## config.mk

```make
export PLATFORM = sky130hd
export DESIGN_NAME = rgb_fade_pwm_flat
export DESIGN_NICKNAME = d
export VERILOG_FILES = /design/src/rtl/rgb_fade_pwm_pkg.sv /design/src/rtl/rgb_fade_pwm_if.sv /design/src/rtl/rgb_fade_pwm_compare_ch.sv /design/src/rtl/rgb_fade_pwm.sv /design/src/flat_wrapper.sv
export SDC_FILE = /design/constraint.sdc
export NUM_CORES = 1
export LEC_CHECK = 0
export BUFFER_PORTS_ARGS = -buffer_cell sky130_fd_sc_hd__buf_2
export CORE_UTILIZATION = 45
export DETAILED_ROUTE_END_ITERATION = 10
export PLACE_DENSITY_LB_ADDON = 0.12
export SLEW_MARGIN = 30
export SYNTH_ARGS = -nofsm -noshare
export SYNTH_HDL_FRONTEND = slang
export SYNTH_SLANG_ARGS = --single-unit
```

## constraint.sdc

```tcl
create_clock -name clk -period 3.62 [get_ports clk]
set_clock_uncertainty 0.15 [all_clocks]
set_input_delay 0.362 -clock clk [delete_from_list [all_inputs] [get_ports clk]]
set_output_delay 0.362 -clock clk [all_outputs]
set_load 0.02 [all_outputs]
```

## src/rtl/rgb_fade_pwm_pkg.sv

```systemverilog
// Shared constants for the RGB fade/PWM colour sequencer: widths, FSM encodings,
// channel indices and the SB_RGBA_DRV current settings used by the wrapper.
package rgb_fade_pwm_pkg;

  localparam int PWM_BITS_DEF = 8;

  localparam logic [0:0] ST_IDLE = 1'b0;
  localparam logic [0:0] ST_FADE = 1'b1;

  localparam int CH_RED   = 0;
  localparam int CH_GREEN = 1;
  localparam int CH_BLUE  = 2;
  localparam int NUM_CH   = 3;

  // SB_RGBA_DRV CURRENT_MODE / RGBx_CURRENT strings for the driver instance
  localparam string RGBA_CURRENT_MODE = "0b1";
  localparam string RGBA_CUR_LOW      = "0b000001";
  localparam string RGBA_CUR_MID      = "0b000011";
  localparam string RGBA_CUR_HIGH     = "0b000111";

endpackage

```

## src/rtl/rgb_fade_pwm_if.sv

```systemverilog
// Colour command channel: valid/ready handshake carrying an RGB target and a
// jump-or-fade flag.
interface rgb_fade_pwm_if
  import rgb_fade_pwm_pkg::*;
#(
  parameter int PWM_BITS = PWM_BITS_DEF
);

  logic                cmd_valid;
  logic                cmd_ready;
  logic                cmd_instant;
  logic [PWM_BITS-1:0] cmd_red;
  logic [PWM_BITS-1:0] cmd_green;
  logic [PWM_BITS-1:0] cmd_blue;

  modport master (
    output cmd_valid,
    output cmd_instant,
    output cmd_red,
    output cmd_green,
    output cmd_blue,
    input  cmd_ready
  );

  modport slave (
    input  cmd_valid,
    input  cmd_instant,
    input  cmd_red,
    input  cmd_green,
    input  cmd_blue,
    output cmd_ready
  );

endinterface

```

## src/rtl/rgb_fade_pwm_compare_ch.sv

```systemverilog
// One PWM channel: duty is shadowed at the counter wrap so a period never sees
// a mid-cycle duty change, then compared and registered for a clean output.
module pwm_compare_ch
  import rgb_fade_pwm_pkg::*;
#(
  parameter int PWM_BITS = PWM_BITS_DEF
) (
  input  logic                clk,
  input  logic                rst_n,
  input  logic [PWM_BITS-1:0] pwm_cnt_i,
  input  logic                wrap_i,
  input  logic [PWM_BITS-1:0] duty_i,
  output logic                pwm_o
);

  logic [PWM_BITS-1:0] active_q, active_d;
  logic                pwm_q, pwm_d;

  always_comb begin
    active_d = wrap_i ? duty_i : active_q;
    pwm_d    = (pwm_cnt_i < active_q);
  end

  always_ff @(posedge clk or negedge rst_n) begin
    if (!rst_n) begin
      active_q <= '0;
      pwm_q    <= 1'b0;
    end else begin
      active_q <= active_d;
      pwm_q    <= pwm_d;
    end
  end

  assign pwm_o = pwm_q;

endmodule

```

## src/rtl/rgb_fade_pwm.sv

```systemverilog
// RGB colour sequencer: accepts target colours, ramps each channel one step per
// prescaler tick, and drives three glitch-free PWM enables for SB_RGBA_DRV.
module rgb_fade_pwm
  import rgb_fade_pwm_pkg::*;
#(
  parameter int PWM_BITS   = PWM_BITS_DEF,
  parameter int PRESCALE   = 300000,
  parameter int PRESCALE_W = 24
) (
  input  logic         clk,
  input  logic         rst_n,
  rgb_fade_pwm_if.slave cmd,
  output logic         busy,
  output logic         done,
  output logic         pwm_red,
  output logic         pwm_green,
  output logic         pwm_blue
);

  logic [PRESCALE_W-1:0] presc_q, presc_d;
  logic [PWM_BITS-1:0]   pwm_cnt_q, pwm_cnt_d;
  logic [0:0]            state_q, state_d;
  logic [PWM_BITS-1:0]   cur_q [NUM_CH];
  logic [PWM_BITS-1:0]   cur_d [NUM_CH];
  logic [PWM_BITS-1:0]   tgt_q [NUM_CH];
  logic [PWM_BITS-1:0]   tgt_d [NUM_CH];
  logic [PWM_BITS-1:0]   cmd_tgt [NUM_CH];
  logic                  tick;
  logic                  wrap;
  logic                  all_eq;
  logic                  done_c;
  logic [NUM_CH-1:0]     pwm_v;

  function automatic logic [PWM_BITS-1:0] step_toward(input logic [PWM_BITS-1:0] cur,
                                                      input logic [PWM_BITS-1:0] tgt);
    if (cur < tgt)      return cur + PWM_BITS'(1);
    else if (cur > tgt) return cur - PWM_BITS'(1);
    else                return cur;
  endfunction

  assign cmd_tgt[CH_RED]   = cmd.cmd_red;
  assign cmd_tgt[CH_GREEN] = cmd.cmd_green;
  assign cmd_tgt[CH_BLUE]  = cmd.cmd_blue;

  // Prescaler and PWM counter are free-running; commands never restart them
  assign tick      = (presc_q == PRESCALE_W'(PRESCALE - 1));
  assign presc_d   = tick ? '0 : presc_q + PRESCALE_W'(1);
  assign wrap      = &pwm_cnt_q;
  assign pwm_cnt_d = pwm_cnt_q + PWM_BITS'(1);

  always_comb begin
    state_d = state_q;
    cur_d   = cur_q;
    tgt_d   = tgt_q;
    all_eq  = 1'b1;
    done_c  = 1'b0;
    if (state_q == ST_IDLE) begin
      if (cmd.cmd_valid) begin
        tgt_d = cmd_tgt;
        if (cmd.cmd_instant) cur_d   = cmd_tgt;
        else                 state_d = ST_FADE;
      end
    end else if (tick) begin
      for (int ch = 0; ch < NUM_CH; ch++) begin
        cur_d[ch] = step_toward(cur_q[ch], tgt_q[ch]);
        if (cur_d[ch] != tgt_q[ch]) all_eq = 1'b0;
      end
      // Exit on the tick that lands every channel, including a no-op command
      if (all_eq) begin
        state_d = ST_IDLE;
        done_c  = 1'b1;
      end
    end
  end

  always_ff @(posedge clk or negedge rst_n) begin
    if (!rst_n) begin
      presc_q   <= '0;
      pwm_cnt_q <= '0;
      state_q   <= ST_IDLE;
      for (int ch = 0; ch < NUM_CH; ch++) begin
        cur_q[ch] <= '0;
        tgt_q[ch] <= '0;
      end
    end else begin
      presc_q   <= presc_d;
      pwm_cnt_q <= pwm_cnt_d;
      state_q   <= state_d;
      cur_q     <= cur_d;
      tgt_q     <= tgt_d;
    end
  end

  for (genvar ch = 0; ch < NUM_CH; ch++) begin : g_ch
    pwm_compare_ch #(
      .PWM_BITS (PWM_BITS)
    ) u_cmp (
      .clk       (clk),
      .rst_n     (rst_n),
      .pwm_cnt_i (pwm_cnt_q),
      .wrap_i    (wrap),
      .duty_i    (cur_q[ch]),
      .pwm_o     (pwm_v[ch])
    );
  end

  assign cmd.cmd_ready = (state_q == ST_IDLE);
  assign busy          = (state_q == ST_FADE);
  assign done          = done_c;
  assign pwm_red       = pwm_v[CH_RED];
  assign pwm_green     = pwm_v[CH_GREEN];
  assign pwm_blue      = pwm_v[CH_BLUE];

endmodule

```

## src/flat_wrapper.sv

```systemverilog
// flat-port wrapper written by rule: the top's interface ports become plain ports
module rgb_fade_pwm_flat import rgb_fade_pwm_pkg::*;
#(
  parameter int PWM_BITS   = PWM_BITS_DEF,
  parameter int PRESCALE   = 300000,
  parameter int PRESCALE_W = 24
)
  (clk, rst_n, busy, done, pwm_red, pwm_green, pwm_blue, cmd_cmd_valid, cmd_cmd_instant, cmd_cmd_red, cmd_cmd_green, cmd_cmd_blue, cmd_cmd_ready);
  rgb_fade_pwm_if #(.PWM_BITS(PWM_BITS)) cmd_i ();
  input  logic clk;
  input  logic rst_n;
  output logic busy;
  output logic done;
  output logic pwm_red;
  output logic pwm_green;
  output logic pwm_blue;
  input wire logic [$bits(cmd_i.cmd_valid)-1:0] cmd_cmd_valid;
  input wire logic [$bits(cmd_i.cmd_instant)-1:0] cmd_cmd_instant;
  input wire logic [$bits(cmd_i.cmd_red)-1:0] cmd_cmd_red;
  input wire logic [$bits(cmd_i.cmd_green)-1:0] cmd_cmd_green;
  input wire logic [$bits(cmd_i.cmd_blue)-1:0] cmd_cmd_blue;
  output wire logic [$bits(cmd_i.cmd_ready)-1:0] cmd_cmd_ready;
  assign cmd_i.cmd_valid = cmd_cmd_valid;
  assign cmd_i.cmd_instant = cmd_cmd_instant;
  assign cmd_i.cmd_red = cmd_cmd_red;
  assign cmd_i.cmd_green = cmd_cmd_green;
  assign cmd_i.cmd_blue = cmd_cmd_blue;
  assign cmd_cmd_ready = cmd_i.cmd_ready;
  rgb_fade_pwm #(.PWM_BITS(PWM_BITS), .PRESCALE(PRESCALE), .PRESCALE_W(PRESCALE_W)) u_core (.clk(clk), .rst_n(rst_n), .cmd(cmd_i), .busy(busy), .done(done), .pwm_red(pwm_red), .pwm_green(pwm_green), .pwm_blue(pwm_blue));
endmodule
```

**Word level (Yosys, flattened, before mapping)**

Index checks and enable logic that the tools add are counted.

- Add/subtract/negate cells: 8
- $lt $le $gt $ge: 9
- Equality and inequality tests: 5
- Mux-type cells: 30
- Bitwise gates (word level): 1
- Reduce and logical (&&, ||, !) cells: 5

Operators with widths:

| cell | count |
|---|---|
| $mux W24 | 5 |
| $mux W8 | 12 |
| $lt A8 B8 Y1 | 6 |
| $add A8 B1 Y8 const B | 4 |
| $add A24 B1 Y24 const B | 1 |
| $eq A24 B19 Y1 const B | 1 |
| $gt A8 B8 Y1 | 3 |
| $ne A8 B8 Y1 | 3 |
| $sub A8 B1 Y8 const B | 3 |
| $mux W1 | 13 |
| $reduce_and A8 Y1 | 1 |
| $reduce_bool A2 Y1 | 2 |
| $reduce_and A3 Y1 | 1 |
| $ne A2 B2 Y1 const B | 1 |
| $reduce_and A2 Y1 | 1 |
| $not A1 Y1 | 1 |

- Register bits: 108
- Input port bits: 28
- Word-level logic and storage cells: 73

**Logic depth before layout (Yosys ltp)**

Gate-level depths: netlist of the first run.

- Word-level depth: 14
- Gate-level depth with buffers: 13

**By module**

From an unflattened synthesis of the first run, not the netlist that was laid out.

- Cell total of the unflattened synthesis: 847
- Area, all modules: 7,180.6 um^2

Modules (own cells, without submodules):

| module | times used | cells an instance | area an instance (um^2) | sequential area each (um^2) |
|---|---|---|---|---|
| rgb_fade_pwm | 1 | 697 | 5,743.0 | 2,026.9 |
| pwm_compare_ch | 3 | 50 | 479.2 | 225.2 |

**Worst setup path before layout of the first run**

No wires, ideal clock.

- Kind: register to output
- Start point: register u_core.tgt_q[5] (netlist name)
- End point: output port done
- Arrival time: 2.822 ns
- Setup slack: 0.286 ns
- Stages on the path, launching flop included: 14
- Path through: dfrtp_1 -> clkbuf_1 -> inv_1 -> ha_1 -> a21oi_1 -> nor2_1 -> a211oi_2 -> and2_1 -> buf_2 -> a41oi_1 -> a21oi_1 -> o311ai_0 -> nor4_2 -> and3_1

- Longest elaborated chain between the ends: 12
- Elaborated cells on any way between the ends: 13

Ends and longest elaborated chain:

| item | RTL line | text |
|---|---|---|
| start, declared | rgb_fade_pwm.sv:25 | `logic [PWM_BITS-1:0] tgt_q [NUM_CH];` |
| start signal, assigned | rgb_fade_pwm.sv:90 | `tgt_q <= tgt_d;` |
| $gt A8 B8 Y1 | rgb_fade_pwm.sv:37 | `else if (cur > tgt) return cur - PWM_BITS'(1);` |
| $mux W8 | rgb_fade_pwm.sv:37 |  |
| $mux W8 | rgb_fade_pwm.sv:36 | `if (cur < tgt) return cur + PWM_BITS'(1);` |
| $mux W8 | rgb_fade_pwm.sv:63 | `end else if (tick) begin` |
| $mux W8 | rgb_fade_pwm.sv:57 | `if (state_q == ST_IDLE) begin` |
| $ne A8 B8 Y1 * | rgb_fade_pwm.sv:66 | `if (cur_d[ch] != tgt_q[ch]) all_eq = 1'b0;` |
| $mux W1 * | rgb_fade_pwm.sv:66 |  |
| $mux W1 * | rgb_fade_pwm.sv:63 |  |
| $mux W1 * | rgb_fade_pwm.sv:57 |  |
| $mux W1 * | rgb_fade_pwm.sv:69 | `if (all_eq) begin` |
| $mux W1 * | rgb_fade_pwm.sv:63 |  |
| $mux W1 * | rgb_fade_pwm.sv:57 |  |
| end, declared | flat_wrapper.sv:13 | `output logic done;` |

Mark *: on every way between the ends. The rest lies on a longest branch, timed or not. The select of a mux whose other input is x is not followed.

**Worst setup path after layout of the first run**

- Start point: register u_core.tgt_q[9] (netlist name)
- End point: output port done

- Longest elaborated chain between the ends: 13
- Elaborated cells on any way between the ends: 14

Ends and longest elaborated chain:

| item | RTL line |
|---|---|
| $gt A8 B8 Y1 | rgb_fade_pwm.sv:37 |
| $mux W8 | rgb_fade_pwm.sv:37 |
| $mux W8 | rgb_fade_pwm.sv:36 |
| $mux W8 | rgb_fade_pwm.sv:63 |
| $mux W8 | rgb_fade_pwm.sv:57 |
| $ne A8 B8 Y1 * | rgb_fade_pwm.sv:66 |
| $mux W1 * (2 in a row) | rgb_fade_pwm.sv:66 |
| $mux W1 * | rgb_fade_pwm.sv:63 |
| $mux W1 * | rgb_fade_pwm.sv:57 |
| $mux W1 * | rgb_fade_pwm.sv:69 |
| $mux W1 * | rgb_fade_pwm.sv:63 |
| $mux W1 * | rgb_fade_pwm.sv:57 |

Marks and branches as above.

==> summary by stage, run 1 <==
Flow run
The tool flagged a number of max-cap violations equal to 0.

Timing
The share of the clock period used by the worst path is 106%. The total negative setup slack is -225 ps. The slew of the pin with the lowest slew margin is 779 ps. The relative slew slack is 48.1%. Setup repair after global routing could not meet its margin everywhere. The top achievable clock speed is 260 MHz. The final count of hold timing violations came to 0. Setup violations remaining at the end of the flow were counted as 1.

The final number of max-transition violations is 0. For the finished layout, the period the worst path requires is 3850 ps. The least setup slack across all paths after layout is -225 ps.

Yosys
Summing every instance area after synthesis gives 0.00695 mm². For this run, the leading register cell type out of synthesis is sky130_fd_sc_hd__dfrtp_1. Yosys mapped the design onto 64 distinct sky130hd cell types. In this run, synthesis inferred 0 flip-flops with an integrated enable. The sequential-to-total area share from yosys stat is 38.9%. The average instance area after synthesis is 9.07 µm². The number of warnings printed during yosys synthesis is 0.

The post-synth net total is 847. The proportion of register bits with asynchronous set or reset after synthesis is 100%. The post-synthesis cell count is 766. The number of register bits inferred by synthesis is 108.

Power
The leakage component of the power is 3.75 nW. Power comes to 3.67 mW. For this design the ratio of total power to cell area is 443 mW/mm². VDD sags by at most 0.241 mV.

Hold path
The path class of the tightest hold or removal check is in -> reg.

Cells and area
The total area of multi-input combinational cells is 0.00405 mm². In the final layout, flip-flops and latches occupy 0.00270 mm². After the last flow step, the layout net total stands at 928. The layout overhead on the synthesized area is 19.2%. The count of non-filler cells in the finished layout is 1040. Of the cells placed in the final design, the portion with a size suffix greater than 1 is 21.9%. The antenna diode count is 0.

With fillers left out, the area of the finished cells amounts to 0.00828 mm². The count of filler cells inserted in the layout is 1364.

Outcome
The flow ran to the end, but the final reports show violations. The final reports fail on setup timing.

Die
The total area inside the core boundary comes to 0.0151 mm². The y dimension of the die is 126 µm. In this run the horizontal extent of the chip is 126 µm. The initialized floorplan defines 45 standard-cell rows. The floorplan step defined a die boundary enclosing 0.0159 mm². The I/O pin total is 34. For this configuration, the core starts out at a cell density of 45.9%.

Detailed routing
The remaining number of nets flagged by the antenna check after routing is 0. The total iterations of the first detailed-routing run is 5. In the routed layout, each cell is associated on average with a via count of 5.85. The average wire per standard cell is 18.5 µm. The remaining routing DRC violations is 0. Wires add up to 19200 µm.

The vias after detailed routing is 6080. In this run, the number of DRC markers left after iteration 0 of detailed routing was 512.

Place
The final weighted congestion of routability-driven global placement is 0.951. The number of placed instances, taps included, is 999. The post-placement worst setup slack is 59.7 ps. During placement, the flow inserted port buffers numbering 33. The final HPWL from detailed placement is 13700 µm. The post-detailed-placement cell area is 0.00758 mm².

Critical path
The critical path goes through inv_2 -> ha_4 -> nor2b_4 -> o211ai_1 -> a21oi_2 -> nor2_2 -> buf_6 -> buf_4 -> nand2_1 -> o221ai_1 -> nand3_1 -> nor4_2 -> and3_1 -> buf_6. Among the stages of the critical path, the cell type that occurs most often is sky130_fd_sc_hd__buf_6. The kind of end point of the critical path is an output pin.

The kind of start point of the critical path is a register. The highest fanout seen on the critical path is 5. Among all stages on the critical path, the largest delay is contributed by sky130_fd_sc_hd__dfrtp_1. For the worst setup path, the data required time is 3110 ps. For this run, the slowest stage of the critical path takes 410 ps. For the worst setup path, the data arrival time is 3330 ps.

The category of the critical setup timing path is reg -> out.

Clock tree
The buffer levels on the longest clock path is 2. The clock network latency to the later pin of the worst-skew pair is 360 ps. The clock tree from TritonCTS is built. The clock net in this run drives a total of 108 sinks. In this run the clock root is driven by a sky130_fd_sc_hd__clkbuf_16. The TritonCTS buffer count is 9. Clock-pin slew was measured on the worst setup and hold paths at 80 ps.

The deepest level of the CTS H-tree is 3.

Global route
In the global route stage, overall resource usage came out at 25.2%. The sum of overflow across all layers after global routing is 0. Entering global routing, the biggest net connects 58 pins. The number of global-route vias before repair is 6001.

The global-route wire length before repair is 30900 µm. The number of antenna violations at the first check in global routing is 0.
[cell families after synthesis]
logic type / share of synthesized area [%]
and+or+nand+nor: 17.1
xor gates and xnor gates: 7.82
adders and majority gates: 9.55
AOI/OAI and AO/OA: 16.6
DFF: 38.9
buffers and inverters: 5.10
muxes: 4.92
[per-layer routing]
metal	GRT usage [%]	vias to the layer above	share of wire, %
met2	42.5	204	47
met1	32.4	2939	45
met4	7.80	0	2.2
li1	-	2903	-
met5	0	-	0
met3	5.31	34	5.2
[final timing paths]
kind,cells past startpoint,slack (ps),from,endpoint
worst min-delay path,3,70,cmd_cmd_red[2],u_core.tgt_q[18]
max in group asynchronous,3,1990,rst_n,u_core.presc_q[12]
worst max register to register,13,630,u_core.tgt_q[9],u_core.busy
worst max-delay path,14,-230,u_core.tgt_q[9],done
min in group asynchronous,2,460,rst_n,u_core.g_ch[1].u_cmp.active_q[1]
worst min register to register,1,330,u_core.presc_q[23],u_core.presc_q[23]
[through the flow]
step           utilization, %  hold WS (ps)
2_1_floorplan               -         -83.6
6_report                 54.7          65.1
5_1_grt                  54.7          75.0
3_5_place_dp             50.1           313
3_3_place_gp             50.1           306
4_1_cts                  54.0          57.5
[cell usage after synthesis, types with 3 or more instances]
cell                        count  area share (%)
sky130_fd_sc_hd__dfrtp_1      108              39
sky130_fd_sc_hd__nand2_1       68             3.7
sky130_fd_sc_hd__o21ai_0       58             4.2
sky130_fd_sc_hd__inv_1         54             2.9
sky130_fd_sc_hd__ha_1          53             9.5
sky130_fd_sc_hd__a21oi_1       45             3.2
sky130_fd_sc_hd__nand3_1       45             3.2
sky130_fd_sc_hd__xnor2_1       37             4.7
sky130_fd_sc_hd__clkbuf_1      32             1.7
sky130_fd_sc_hd__nor2_1        32             1.7
sky130_fd_sc_hd__xor2_1        25             3.2
sky130_fd_sc_hd__o22ai_1       23             2.1
sky130_fd_sc_hd__mux2_2        22             3.6
sky130_fd_sc_hd__and3_1        13             1.2
sky130_fd_sc_hd__nor3_1        13            0.94
sky130_fd_sc_hd__nand4_1       12             1.1
sky130_fd_sc_hd__a21o_1        11             1.2
sky130_fd_sc_hd__nor2b_1       11            0.99
sky130_fd_sc_hd__o211ai_1      11             1.2
sky130_fd_sc_hd__mux2i_1        8             1.2
sky130_fd_sc_hd__nand2b_1       7            0.63
sky130_fd_sc_hd__or2_2          6            0.54
sky130_fd_sc_hd__buf_2          4            0.29
sky130_fd_sc_hd__o2111ai_1      4            0.50
sky130_fd_sc_hd__o221ai_1       4            0.50
sky130_fd_sc_hd__or3_1          4            0.36
sky130_fd_sc_hd__a31o_2         3            0.38
sky130_fd_sc_hd__and4_1         3            0.38
sky130_fd_sc_hd__nor4_1         3            0.27
sky130_fd_sc_hd__o21ai_1        3            0.22
[sequential cells by signal (all words and copies together) (netlist names)]
register                    count
u_core.cur_q                   24
u_core.g_ch.u_cmp.active_q     24
u_core.presc_q                 24
u_core.tgt_q                   24
u_core.pwm_cnt_q                8
u_core.g_ch.u_cmp.pwm_o         3
u_core.busy                     1
[area by class of cell]
type | instances | share of cell area (%)
Clock buffer | 9 | 2.72
Clock inverter | 7 | 1.44
Inverter | 54 | 2.45
Multi-Input combinational cell | 566 | 48.9
Sequential cell | 108 | 32.7
Tap cell | 188 | 2.84
Timing Repair Buffer | 108 | 9.02
[repair_timing]
| action | CTS | global route |
|---|---|---|
| endpoints found under the setup margin | 1 | 1 |
| hold buffers | 1 | 0 |
| setup buffers | 15 | 9 |
| gates resized for setup | 28 | 14 |
| endpoints found under the hold margin | 55 | 0 |
| pin swaps | 16 | 14 |
[placed cells by master, fill, tap and decap left out, types with 9 or more instances in the layout]
cell	n
sky130_fd_sc_hd__clkbuf_16	9
sky130_fd_sc_hd__and3_1	13
sky130_fd_sc_hd__ha_1	50
sky130_fd_sc_hd__dfrtp_1	107
sky130_fd_sc_hd__buf_2	31
sky130_fd_sc_hd__a21o_1	11
sky130_fd_sc_hd__a21oi_1	44
sky130_fd_sc_hd__nor2b_1	9
sky130_fd_sc_hd__o22ai_1	22
sky130_fd_sc_hd__xnor2_1	34
sky130_fd_sc_hd__inv_1	52
sky130_fd_sc_hd__o21ai_0	54
sky130_fd_sc_hd__nor2_1	32
sky130_fd_sc_hd__nor3_1	12
sky130_fd_sc_hd__nand2_1	68
sky130_fd_sc_hd__nand3_1	45
sky130_fd_sc_hd__xor2_1	25
sky130_fd_sc_hd__o211ai_1	11
sky130_fd_sc_hd__buf_4	73
sky130_fd_sc_hd__mux2_2	21
sky130_fd_sc_hd__nand4_1	12
[power breakdown]
part           internal, mW  switching, mW  total, mW  leakage, nW
clock network         0.627          0.511       1.14        0.167
registers              1.29         0.0651       1.36         1.42
logic                 0.512          0.661       1.17         2.16
total                  2.43           1.24       3.67         3.75
[critical path: cells and delay by family, from the launching register on]
family          cells  cell delay [ps]
simple gates        6             1120
buf+inv             4              520
fa+ha+maj           1              200
flops               1              410
compound gates      3              710
(Power assumes the default switching activity.)
==> run 2, diff against run 1 <==
Settings changed: ABC_AREA from default to 1.
==> run 2 against run 1 <==
Effect of this change: the run now ends clean; sequential share of layout area is 1.3 points higher; core utilization is 3.1 points lower; global-route usage is 2.1 points lower; synthesized cell count is 25% higher; via count is 1.8% higher; hold slack better by 6.5 ps; sequential cell count stayed put; largest power group is now combinational logic.
==> summary by stage, run 2 <==
Power
The power per unit of standard cell area came to 577 mW/mm² (+30%). The leakage component of the power is 3.95 nW (+5.3%). The maximum vdd ir drop was 0.262 mV (+9.1%).

Place
The final weighted congestion of routability-driven global placement came to 0.919 (-3.4%). The post-detailed-placement cell area came to 0.00762 mm² (+0.53%). The final HPWL from detailed placement is 12900 µm (-5.9%).

The placed instance count is 1189 (+19%). The number of input and output port buffers inserted came to 33 (unchanged).

Timing
The final count of hold timing violations is 0 (unchanged). The relative slew slack is 58.2% (+10 points). The slew of the pin with the lowest slew margin came to 627 ps (-152 ps). The top achievable clock speed is 297 MHz (+14%).

The final count of negative-setup-slack endpoints is 0 (-1). The share of the clock period used by the worst path is 93.1% (-13 points). The total negative setup slack is 0 ps (+225 ps).

The final critical delay including setup and external delays came to 3370 ps (-474 ps). The final number of max-transition violations came to 0 (unchanged). Setup repair after global routing left no endpoint under its margin. The post-route worst hold slack is 71.6 ps (+6.45 ps).

Critical path
The category of the critical setup timing path is reg -> out. The critical path starts at u_core.cur_q[0]. The worst-case register-to-register setup slack was 980 ps (+350 ps).

Traced cell by cell, the critical path runs through inv_1 -> ha_1 -> inv_1 -> nand2_1 -> nand2_1 -> nand2_1 -> nand2_1 -> nand2_4 -> nand2_4 -> nand2_2 -> nand3_1 -> nand2_1 -> nand2_1 -> nand2_1 -> nand2_1 -> nor2_2 -> nand3_2 -> nor2_4 -> buf_2. The worst register-to-register path ends at u_core.cur_q[16]. The worst setup path is captured at an output pin. The slowest stage of the critical path is the sky130_fd_sc_hd__dfrtp_2 cell. The required time at the endpoint of the critical path is 3110 ps (about the same).

The cell occurring most often along the worst timing path is sky130_fd_sc_hd__nand2_1. The worst reg-to-reg path cell count came to 9 (-4). The biggest cell delay along the critical path is 450 ps (+40 ps). The highest fanout seen on the critical path came to 12 (+7). The startpoint identified for the worst register-to-register timing path is u_core.presc_q[0].

STA classifies the critical path startpoint as a register. The arrival time at the worst endpoint is 2860 ps (-470 ps).

Yosys
The dominant synthesized flop cell is sky130_fd_sc_hd__dfrtp_1. The number of enable flip-flop cells after synthesis was 0 (unchanged). The post-synth net total is 1040 (+23%).

By area, the combinational part of the netlist is dominated by simple AND/OR/NAND/NOR gates. The proportion of register bits with asynchronous set or reset after synthesis is 100% (unchanged). The number of warnings printed during yosys synthesis is 0 (unchanged). The post-synthesis cell count is 959 (+25%). The post-synthesis share of cell area spent on full adders, half adders and majority gates is 9.21% (-0.34 points). Ranked by instance count, the synthesized netlist is headed by sky130_fd_sc_hd__nand2_1, sky130_fd_sc_hd__inv_1, sky130_fd_sc_hd__dfrtp_1, sky130_fd_sc_hd__nand3_1, sky130_fd_sc_hd__o21ai_0. The dominant cell type by area after synthesis is sky130_fd_sc_hd__dfrtp_1. The leading cell type by number of instances after synthesis is sky130_fd_sc_hd__nand2_1. The share of the synthesized area in the top cell type is 37.5% (-1.4 points). The fraction of the mapped netlist area in compound gates was 11.8% (-4.8 points). The number of register bits inferred by synthesis is 108 (unchanged). By area the synthesized netlist is led by sky130_fd_sc_hd__dfrtp_1, sky130_fd_sc_hd__nand2_1, sky130_fd_sc_hd__ha_1. The average instance area after synthesis came to 7.51 µm² (-17%). The fraction of synthesized cell area in xor and xnor cells is 2.31% (-5.5 points). The mux cell area share after synthesis is 0.156% (-4.8 points).

The count of unique library cells instantiated by Yosys is 43 (-33%). The sequential-to-total area share from yosys stat is 37.5% (-1.4 points). The area share of and/or/nand/nor cells after synthesis is 30.4% (+13 points). The cell area after technology mapping came to 0.00720 mm² (+3.6%).

Cells and area
The count of filler cells inserted in the layout came to 1578 (+16%). Leaving out fill and tap cells, the most frequent cell in the layout is sky130_fd_sc_hd__nand2_1. The count of non-filler cells in the finished layout was 1205 (+16%). The share of post-route cells with drive strength above 1 is 12.0% (-10 points). The antenna diode count is 0 (unchanged). The net count reported at finish is 1071 (+15%). From synthesis to final layout, the design area changed by 10.5%. In the layout the commonest cells are sky130_fd_sc_hd__nand2_1, sky130_fd_sc_hd__inv_1, sky130_fd_sc_hd__dfrtp_1, sky130_fd_sc_hd__nand3_1, sky130_fd_sc_hd__o21ai_0. The final cell area excluding filler cells came to 0.00796 mm² (-3.9%).

Detailed routing
The number of vias per cell is 5.14 (-12%). The initial DRC count is 385 (-25%). The remaining number of nets flagged by the antenna check after routing is 0 (unchanged). The sum of routed wire length over all layers came to 17500 µm (-8.6%). The average wire per standard cell came to 14.6 µm (-21%). The remaining routing DRC violations is 0 (unchanged).

The vias after detailed routing is 6188 (+1.8%). The total iterations of the first detailed-routing run is 6 (+1).

Clock tree
The clock tree from TritonCTS is built. The buffer levels on the longest clock path is 2 (unchanged). The clock network latency to the later pin of the worst-skew pair came to 360 ps (about the same). The total number of clock tree sinks was 108 (unchanged). The root buffer cell is sky130_fd_sc_hd__clkbuf_16. The clock-pin slew on the worst setup and hold paths came to 80 ps (about the same). The deepest level of the CTS H-tree is 3 (unchanged). The TritonCTS buffer count was 9 (unchanged).

Global route
The largest net degree at the start of global routing was 64 (+10%). The sum of overflow across all layers after global routing is 0 (unchanged). The overall global routing resource usage is 23.1% (-2.1 points). The number of global-route vias before repair came to 5858 (-2.4%). The global-route wire length before repair was 29800 µm (-3.5%). The number of antenna violations at the first check in global routing is 0 (unchanged).

Die
The total die area is 0.0165 mm² (+3.6%). The die width was 128 µm (+1.8%). The area of the core came to 0.0154 mm² (+1.9%). The y dimension of the die was 128 µm (+1.8%).

The starting density of the core is 46.7% (+0.80 points). The I/O pin total is 34 (unchanged). The number of placement rows came to 45 (unchanged).

Hold path
The worst min-delay path category is in -> reg. The worst hold path begins at cmd_cmd_red[6]. The cell depth of the worst min-delay path is 3 (unchanged). The worst hold path terminates at u_core.tgt_q[22].

Flow run
The number of max-cap violations is 0 (unchanged).

Outcome
The flow ran to the end, and the final reports show no timing, DRC or antenna violations.
[run 2: changes by cell type after synthesis, sizes merged, moves of 11 or more]
| cell | before | now |
|---|---|---|
| inv | 54 | 137 |
| clkbuf | 32 | 15 |
| a21oi | 47 | 33 |
| xor2 | 25 | 13 |
| o21ai | 61 | 81 |
| nor2b | 11 | 0 |
| nand3 | 45 | 108 |
| and3 | 13 | 1 |
| nand2 | 68 | 259 |
| nor2 | 33 | 67 |
| xnor2 | 37 | 6 |
| mux2 | 22 | 1 |
[run 2: critical path, delay by kind of cell, from the launching register on]
family,cells,cell delay [ps]
fa+ha+maj,1,190
buf+inv,3,430
flops,1,450
simple gates,15,1420
[run 2: worst max path at each step]
stage | end | slack, ps | cells after the start
2_1_floorplan | done | 1130 | 15
3_3_place_gp | done | 590 | 20
3_5_place_dp | done | 600 | 17
4_1_cts | done | 210 | 17
5_1_grt | done | 9 | 19
6_report | done | 250 | 19
[run 2: where the power goes]
part | internal, mW | total [mW] | leakage [nW] | switching, mW
registers | 1.35 | 1.50 | 1.39 | 0.154
logic | 0.698 | 1.99 | 2.40 | 1.29
clock network | 0.640 | 1.10 | 0.158 | 0.462
total | 2.68 | 4.59 | 3.95 | 1.91
[run 2: logic make-up (layout without fill, tap and decap cells)]
family / count (synthesis) / after routing
xor+xnor: 19 / 19
simple gates: 466 / 466
fa+ha+maj: 53 / 53
compound gates: 153 / 153
buf+inv: 159 / 194
flops: 108 / 108
mux: 1 / 1
[run 2: per-stage QoR]
stage                     total power [mW]  setup slack [ps]  utilization, %
after floorplan                       3.05              1130               -
after global placement                3.50               588            49.4
after detailed placement              3.50               602            49.4
after CTS                             4.62               210            51.6
after global routing                  5.01              9.10            51.6
final                                 4.59               249            51.6
[run 2: area by class of cell]
cell class	instances	area [µm²]	area share (%)
multi-input combinational	692	3900	49.0
sequential	108	2700	34.0
timing repair buffer	42	250	3.14
clock inverter	4	72.6	0.912
clock buffer	11	253	3.18
tap	211	264	3.32
inverter	137	517	6.49
[run 2: routing by layer]
metal  up-vias  wire length, µm  global-route usage (%)
met4         0              240                    6.71
met5         -                0                       0
met3        16              507                    2.87
met2        89             7650                    34.5
met1      2888             9140                    34.9
li1       3195                -                       -
[run 2: repair_timing]
item	CTS	global route
resized for setup	0	1
hold endpoints to repair	45	0
buffers inserted	0	0
hold buffers	1	0
endpoints found under the setup margin	0	1
==> run 3, diff against run 2 <==
Settings changed: CORE_ASPECT_RATIO from default to 0.9, CORE_MARGIN from default to 1.5, CTS_CLUSTER_SIZE from default to 10.
==> run 3 against run 2 <==
Effect of this change: sequential cell count stayed put; highest routed layer unchanged; critical path type unchanged; core utilization down 0.37 points; die area grew 1.6%; critical endpoint unchanged; worst setup slack improved by 36 ps; largest cell class unchanged.
==> summary by stage, run 3 (synthesis gave the netlist of run 2 again) <==
Timing
The total negative setup slack is 0 ps (unchanged). The final number of max-transition violations was 0 (unchanged). The final critical delay including setup and external delays is 3330 ps (-36.5 ps).

The relative slew slack is 58.6% (+0.39 points). The slew of the pin with the lowest slew margin is 621 ps (-5.87 ps). The post-route worst hold slack is 71.0 ps (-0.561 ps). Setup repair after global routing left no endpoint under its margin. The final count of negative-setup-slack endpoints is 0 (unchanged).

The final count of hold timing violations is 0 (unchanged). The top achievable clock speed is 300 MHz (+1.1%). The least setup slack across all paths after layout is 286 ps (+36.5 ps).

The share of the clock period used by the worst path is 92.1% (-1.0 points).

Critical path
The cell class contributing the biggest share of worst-path delay is simple AND/OR/NAND/NOR gates. The worst setup path is captured at an output pin. The count of buffer and inverter cells on the critical path is 2 (-1). The kind of start point of the critical path is a register. The arrival time at the worst endpoint was 2820 ps (-40 ps).

The cell occurring most often along the worst timing path is sky130_fd_sc_hd__nand2_1. In this run the worst setup path begins at u_core.cur_q[0]. The highest fanout seen on the critical path is 8 (-4). The worst setup path is of the reg -> out kind. Walking the worst path, the cells encountered are clkinvlp_4 -> ha_1 -> nand2_1 -> nor2_1 -> nand2_2 -> nand2_1 -> nand2_4 -> nand2_1 -> nand2_1 -> nand2_1 -> nand2_1 -> nand2_1 -> nand3_1 -> nor2_2 -> nand3_2 -> nor2_4 -> buf_2. The biggest cell delay along the critical path came to 430 ps (-20 ps). The library cell contributing the largest single delay on the critical path is sky130_fd_sc_hd__dfrtp_2. The origin of the critical flop-to-flop path is u_core.cur_q[0]. The required time at the endpoint of the critical path came to 3110 ps (about the same).

Detailed routing
The vias after detailed routing is 6133 (-0.89%). The sum of routed wire length over all layers is 17700 µm (+0.94%). The amount of wire on met3 after detailed routing is 747 µm (+47%). The met2 routed wirelength is 7320 µm (-4.3%). The number of vias per cell is 5.11 (-0.48%).

The remaining number of nets flagged by the antenna check after routing is 0 (unchanged). The remaining routing DRC violations came to 0 (unchanged). The average wire per standard cell was 14.8 µm (+1.4%). The total iterations of the first detailed-routing run was 5 (-1). The wire length on met1 is 9420 µm (+3.0%). The topmost layer with routed signal wires is met4. The initial DRC count was 417 (+8.3%).

Global route
The sum of overflow across all layers after global routing is 0 (unchanged). The number of global-route vias before repair is 5689 (-2.9%). The overall global routing resource usage is 22.7% (-0.47 points). The global-route wire length before repair is 29400 µm (-1.4%).

The number of antenna violations at the first check in global routing came to 0 (unchanged). The largest net degree at the start of global routing is 65 (+1.6%).

Power
The net switching power figure is 1.96 mW (+2.7%). The leakage component of the power was 3.95 nW (about the same). The part of the power in the clock network is 22.4% (-1.6 points). The proportion of total power due to net switching is 42.8% (+1.3 points). The power per unit of standard cell area is 574 mW/mm² (-0.50%). The internal power contribution was 2.61 mW (-2.6%). The power share of the combinational group came to 44.8% (+1.5 points). The maximum vdd ir drop is 0.313 mV (+19%). The share of total power in sequential cells is 32.8% (about the same).

The total chip power came to 4.57 mW (-0.44%).

Die
The die width is 136 µm (+6.1%). The starting density of the core came to 46.3% (-0.36 points). The area of the core came to 0.0155 mm² (+0.79%). The y dimension of the die came to 123 µm (-4.3%). The total die area came to 0.0168 mm² (+1.6%). The I/O pin total was 34 (unchanged). The number of placement rows is 43 (-4.4%).

Hold path
In this run the worst hold path is classified as in -> reg. The beginning of the worst hold path is cmd_cmd_green[2].

Place
The number of input and output port buffers inserted came to 33 (unchanged). The post-placement worst setup slack is 645 ps (+43.3 ps). The final HPWL from detailed placement is 13100 µm (+1.4%). The final weighted congestion of routability-driven global placement is 0.922 (+0.32%). The placed instance count came to 1180 (-0.76%).

Clock tree
The TritonCTS buffer count is 9 (unchanged). The buffer levels on the longest clock path is 2 (unchanged). The cell sitting at the root of the clock tree is a sky130_fd_sc_hd__clkbuf_16. The clock tree from TritonCTS is built. The clock-pin slew on the worst setup and hold paths is 70 ps (about the same). The clock network latency to the later pin of the worst-skew pair came to 360 ps (about the same). The total number of clock tree sinks is 108 (unchanged). The deepest level of the CTS H-tree came to 3 (unchanged).

Cells and area
The antenna diode count is 0 (unchanged). The share of post-route cells with drive strength above 1 came to 12.4% (+0.45 points). The top cell types in the final layout, fill and taps aside, are sky130_fd_sc_hd__nand2_1, sky130_fd_sc_hd__inv_1, sky130_fd_sc_hd__dfrtp_1, sky130_fd_sc_hd__nand3_1, sky130_fd_sc_hd__o21ai_0. The count of non-filler cells in the finished layout was 1200 (-0.41%). Leaving out fill and tap cells, the most frequent cell in the layout is sky130_fd_sc_hd__nand2_1. The layout overhead on the synthesized area is 10.6% (about the same).

The net count reported at finish is 1074 (+0.28%).

Outcome
The run finished with clean final reports.

Flow run
The number of max-cap violations is 0 (unchanged).
-- run 3: final timing paths --
kind	endpoint	slack, ps	cells after the start
hold reg to reg	u_core.g_ch[0].u_cmp.active_q[5]	330	2
setup reg to reg	u_core.busy	1020	17
hold / removal	u_core.tgt_q[10]	70	3
max in group asynchronous	u_core.cur_q[0]	2210	3
min in group asynchronous	u_core.g_ch[2].u_cmp.pwm_o	410	2
setup / recovery	done	290	17
-- run 3: worst register-to-register path, stage by stage, from the launching register on --
cell	delay (ps)
sky130_fd_sc_hd__dfrtp_2	430
sky130_fd_sc_hd__clkinvlp_4	160
sky130_fd_sc_hd__ha_1	310
sky130_fd_sc_hd__nand2_1	50
sky130_fd_sc_hd__nor2_1	130
sky130_fd_sc_hd__nand2_2	160
sky130_fd_sc_hd__nand2_1	150
sky130_fd_sc_hd__nand2_4	60
sky130_fd_sc_hd__nand2_1	60
sky130_fd_sc_hd__nand2_1	70
sky130_fd_sc_hd__nand2_1	60
sky130_fd_sc_hd__nand2_1	50
sky130_fd_sc_hd__nand2_1	110
sky130_fd_sc_hd__nand3_1	150
sky130_fd_sc_hd__nor2_2	150
sky130_fd_sc_hd__nand3_2	100
sky130_fd_sc_hd__nor2_4	110
sky130_fd_sc_hd__nor2_1	50
-- run 3: metal layers --
layer  vias to the layer above  track usage [%]
li1                       3210                -
met5                         -                0
met4                         0             5.59
met3                        21             4.80
met2                       104             32.2
met1                      2798             34.7
-- run 3: what timing repair did --
| item | in CTS | in global routing |
|---|---|---|
| hold buffers | 0 | 1 |
| setup buffers | 0 | 3 |
| gates resized for setup | 0 | 3 |
| hold endpoints to repair | 0 | 63 |
| endpoints found under the setup margin | 0 | 1 |
-- run 3: metrics by stage --
stage / instance area, µm² / utilization [%]
4_1_cts: 7910 / 50.9
3_5_place_dp: 7610 / 48.9
6_report: 7960 / 51.2
5_1_grt: 7960 / 51.2
2_1_floorplan: 7200 / -
3_3_place_gp: 7610 / 48.9
-- run 3: final cells by class --
| class | count | area [µm²] |
|---|---|---|
| inverter | 137 | 520 |
| multi-input combinational | 692 | 3910 |
| sequential | 108 | 2700 |
| clock inverter | 6 | 63.8 |
| timing repair buffer | 45 | 277 |
| clock buffer | 10 | 239 |
| tap | 202 | 253 |
| fill | 1570 | 7590 |
-- run 3: power groups by stage --
stage               clock [mW]  combinational, mW  sequential [mW]
finish                    1.02               2.05             1.50
global route              1.09               2.35             1.52
CTS                       1.05               2.02             1.49
detailed placement           0               2.00             1.52
global placement             0               2.00             1.51
floorplan                    0               1.58             1.47
